==> config.mk <==
export PLATFORM = sky130hd
export DESIGN_NAME = alu_share_arbiter
export DESIGN_NICKNAME = d
export VERILOG_FILES = /design/src/rtl/alu_share_arbiter.sv
export SDC_FILE = /design/constraint.sdc
export NUM_CORES = 1
export LEC_CHECK = 0
export BUFFER_PORTS_ARGS = -buffer_cell sky130_fd_sc_hd__buf_2
export CAP_MARGIN = 40
export CELL_PAD_IN_SITES_DETAIL_PLACEMENT = 1
export CELL_PAD_IN_SITES_GLOBAL_PLACEMENT = 2
export CORE_MARGIN = 3
export CORE_UTILIZATION = 23
export DETAILED_ROUTE_END_ITERATION = 12
export PLACE_DENSITY = 0.75
export SLEW_MARGIN = 30
export SYNTH_ARGS = -nofsm -noshare
export SYNTH_HDL_FRONTEND = slang
export SYNTH_SLANG_ARGS = --single-unit
==> constraint.sdc <==
create_clock -name clk -period 3.9 [get_ports clk]
set_input_delay 0.975 -clock clk [delete_from_list [all_inputs] [get_ports clk]]
set_output_delay 0.975 -clock clk [all_outputs]
set_load 0.005 [all_outputs]
==> src/rtl/alu_share_arbiter.sv <==
// rtl/alu_share_arbiter.sv - two-requester arbiter feeding one shared combinational ALU
// Optional build macro ALU_ARB_FIXED_PRIO_EN: requester 0 always wins (no round-robin pointer).
module alu_share_arbiter #(
   parameter int WIDTH         = 32,
   parameter int SETTLE_CYCLES = 4
) (
   input  logic             clk,
   input  logic             reset,
   input  logic [1:0]       req_valid,
   output logic [1:0]       req_ready,
   input  logic [WIDTH-1:0] req_a0,
   input  logic [WIDTH-1:0] req_b0,
   input  logic [2:0]       req_op0,
   input  logic [WIDTH-1:0] req_a1,
   input  logic [WIDTH-1:0] req_b1,
   input  logic [2:0]       req_op1,
   output logic [WIDTH-1:0] alu_a,
   output logic [WIDTH-1:0] alu_b,
   output logic [2:0]       alu_cntrl,
   input  logic [WIDTH-1:0] alu_result,
   input  logic             alu_negative,
   input  logic             alu_zero,
   input  logic             alu_overflow,
   input  logic             alu_carry_out,
   output logic             resp_valid,
   input  logic             resp_ready,
   output logic             resp_id,
   output logic [WIDTH-1:0] resp_result,
   output logic             resp_negative,
   output logic             resp_zero,
   output logic             resp_overflow,
   output logic             resp_carry,
   output logic             busy
);

   typedef enum logic [1:0] {IDLE = 2'd0, SETTLE = 2'd1, RESP = 2'd2} state_t;

   state_t     state, state_nxt;
   logic [7:0] cnt;
   logic       grant;
   logic       accept;
   logic       capture;

`ifdef ALU_ARB_FIXED_PRIO_EN
   always_comb begin
      grant = ~req_valid[0];
   end
`else
   logic ptr;

   // Preferred requester wins a tie; a lone requester wins regardless.
   always_comb begin
      if (&req_valid) grant = ptr;
      else            grant = req_valid[1];
   end

   always_ff @(posedge clk or posedge reset) begin
      if (reset)       ptr <= 1'b0;
      else if (accept) ptr <= ~grant;
   end
`endif

   assign accept  = (state == IDLE) && (|req_valid);
   assign capture = (state == SETTLE) && (cnt == 8'd0);

   always_ff @(posedge clk or posedge reset) begin
      if (reset) state <= IDLE;
      else       state <= state_nxt;
   end

   always_comb begin
      state_nxt = state;
      case (state)
         IDLE:    if (accept) state_nxt = SETTLE;
         SETTLE:  if (capture) state_nxt = RESP;
         RESP:    if (resp_ready) state_nxt = IDLE;
         default: state_nxt = IDLE;
      endcase
   end

   always_comb begin
      req_ready  = 2'b00;
      if (accept) req_ready = grant ? 2'b10 : 2'b01;
      resp_valid = (state == RESP);
      busy       = (state != IDLE);
   end

   always_ff @(posedge clk or posedge reset) begin
      if (reset) begin
         cnt           <= 8'd0;
         alu_a         <= '0;
         alu_b         <= '0;
         alu_cntrl     <= 3'b000;
         resp_id       <= 1'b0;
         resp_result   <= '0;
         resp_negative <= 1'b0;
         resp_zero     <= 1'b0;
         resp_overflow <= 1'b0;
         resp_carry    <= 1'b0;
      end else begin
         if (accept) begin
            alu_a     <= grant ? req_a1 : req_a0;
            alu_b     <= grant ? req_b1 : req_b0;
            alu_cntrl <= grant ? req_op1 : req_op0;
            resp_id   <= grant;
            cnt       <= 8'(SETTLE_CYCLES - 1);
         end else if (state == SETTLE && cnt != 8'd0) begin
            cnt <= cnt - 8'd1;
         end
         if (capture) begin
            resp_result   <= alu_result;
            resp_negative <= alu_negative;
            resp_zero     <= alu_zero;
            resp_overflow <= alu_overflow;
            resp_carry    <= alu_carry_out;
         end
      end
   end

endmodule

==> impl_results.md <==
* Status: complete, no violations
* Synth cell types at 29
* Hold WC Path Type: reg -> reg
* Largest net degree at the start of global routing at 61
* Req. time, crit path at 2.92 ns
* Core area at 0.0204 mm2
* CP Capture Point: req_ready[0]
* Vias in the first global route at 4625
* Final setup fails at 0
* Clk pin slew, worst setup/hold paths at 0.06 ns
* CTS Hold Bufs at 0
* Max clock buf depth at 2
* Slew HR at 0.553
* Kind of critical path: reg -> out
* Area Growth Syn to Fin at 49.6%
* Die extent in y at 151 um
* Starting Density at 0.236
* CTS tree: built
* Routed WL at 16.6 mm
* Final hold violations at 0
* Commonest cells after routing, fill and taps aside: buf_2, dfrtp_1, inv_1
* Remaining DRCs at 0
* Crit path capture type: output port
* Fin crit period at 2.91 ns
* Ys Warns at 0
* Antenna Nets Post-Route at 0
* Final Skew at 0.0113 ns
* Worst r2r src: cnt[4]
* Die width at 151 um
* Worst reg2reg setup slack at 1.77 ns
* Measured slew at the worst slew-check pin at 0.664 ns
* Average cell area after synthesis at 13.1 um2
* Most common cell after layout, fill and taps aside: buf_2
* Post-Place Setup Slack at 1.01 ns
* Port bufs at 282
* Dpl hpwl at 12.6 mm
* Post-CTS Setup Inserts at 0
* DR vias/cell at 4.54
* Final period utilization at 0.745
* Cells after DPL at 902
* CTS Root Buffer Type: clkbuf_16
* Die area at 0.0227 mm2
* Fin nets at 828
* WL per Instance at 17.7 um
* Final hold slack at 0.469 ns
* H-tree depth at 4
* Synth Cell Area at 0.00480 mm2
* Max Clk Rate at 344 MHz
* PnR worst setup slack at 0.993 ns
* DRT iter0 DRCs at 337
* Num Clock Sinks at 115
* Crit path from: state[1]
* First-pass iteration count of the detailed router at 9
* Mapped Cells at 368
* Seq/Total Area, Yosys at 0.599
* Syn_nets at 545
* FF-to-FF path depth at 4
* RePlAce Congestion at 0.727
* Lkg Pwr at 4.05 nW
* Via count at 4249
* Initial antenna violation count at 1
* Overflow after GRT at 0
* FF-to-FF End: resp_result[30]
* RSZ-0062 raised after global routing: no
* Worst-Skew Late Latency at 0.41 ns
* Max-slew violations at 0
* Post_cts resized at 0
* Io pins at 283
* First-pass GRT wire length at 25.1 mm
* #FFs+latches synth at 115
* Max FO, Critical Path at 34
* Max_cap viols at 0
* Pwr/cell area at 821 mW/mm2
* # rows at 52
* Critical path arrival at 1.93 ns
* Final Non-Filler Cells at 935
* Max IR drop VDD at 0.238 mV
* Final setup TNS at 0 ns
* CTS Buf Count at 17
* Startpoint Class: register
* Final Core Density at 0.353
* GR Util All Layers at 0.144
* Share of cells above drive strength 1 at 0.550
final cells by class:
| type | count | area [um2] |
|---|---|---|
| antenna | 1 | 2.50 |
| clock buffer | 19 | 443 |
| clock inverter | 13 | 175 |
| fill | 2314 | 13200 |
| inverter | 73 | 278 |
| multi-input combinational | 153 | 1540 |
| sequential | 115 | 2880 |
| tap | 270 | 338 |
| timing repair buffer | 291 | 1540 |
Yosys cell counts, drive strengths merged:
cell type	n	area share
o311a	1	0.0021
mux2i	5	0.010
o21ai	3	0.0031
xnor2	2	0.0036
clkbuf	17	0.013
nand2	10	0.0078
dfrtp	115	0.60
ha	2	0.0052
and3	2	0.0026
a21o	2	0.0031
and2b	1	0.0016
inv	73	0.057
nor3b	2	0.0031
or4b	1	0.0021
nand3	3	0.0031
a21boi	1	0.0016
nor3	1	0.0010
a211oi	1	0.0016
nor2	9	0.0070
nor4	1	0.0044
nand4	1	0.0044
a222oi	67	0.14
buf	10	0.014
mux2	36	0.11
nand2b	1	0.0013
or2	1	0.0013
kinds of logic (layout without fill, tap and decap cells):
family / Yosys count / count (layout) / share of synthesized area
multiplexers: 41 / 41 / 0.117
flip-flops: 115 / 115 / 0.599
AO/OA/AOI/OAI: 75 / 75 / 0.151
other: 0 / 1 / 0
AND/OR/NAND/NOR: 33 / 33 / 0.0398
buffers and inverters: 100 / 396 / 0.0839
adder cells (fa/ha/maj): 2 / 2 / 0.00521
XOR/XNOR: 2 / 2 / 0.00365
routing by layer:
metal,global-route usage,up-vias,routed length (um)
li1,-,1934,-
met3,0.0406,20,958
met1,0.169,2132,6490
met5,0,-,0
met4,0.0453,0,277
met2,0.254,163,8840
sequential cells by signal (all words and copies together), names as in the netlist:
register / flops
resp_negative: 1
resp_zero: 1
resp_id: 1
alu_b: 32
resp_carry: 1
resp_result: 32
cnt: 8
alu_a: 32
ptr: 1
resp_overflow: 1
alu_cntrl: 3
state: 2
how the worst min path moves through the flow:
stage	slack [ns]	cells past startpoint	from	end
floorplan	0.46	1	ptr	ptr
global placement	0.47	2	alu_a[1]	alu_a[1]
detailed placement	0.46	1	resp_id	resp_id
CTS	0.47	1	resp_id	resp_id
global route	0.51	2	alu_a[6]	alu_a[6]
finish	0.47	1	resp_id	resp_id
critical path, stage by stage, from the launching register on:
cell	delay (ns)
dfrtp_1	0.42
nor2_1	0.31
and3_2	0.24
buf_4	0.35
buf_2	0.22
report_power, final:
part	internal, W	switching, W
sequential	0.00178	0.000379
clock	0.00103	0.000585
combinational	0.00115	0.000979
per-stage QoR:
stage / instance area, um2 / total power [W]
2_1_floorplan: 4810 / 0.00330
3_3_place_gp: 6520 / 0.00423
3_5_place_dp: 6570 / 0.00433
4_1_cts: 7190 / 0.00601
5_1_grt: 7190 / 0.00633
6_report: 7190 / 0.00590
Note: power is estimated with default switching activity, not from simulation.
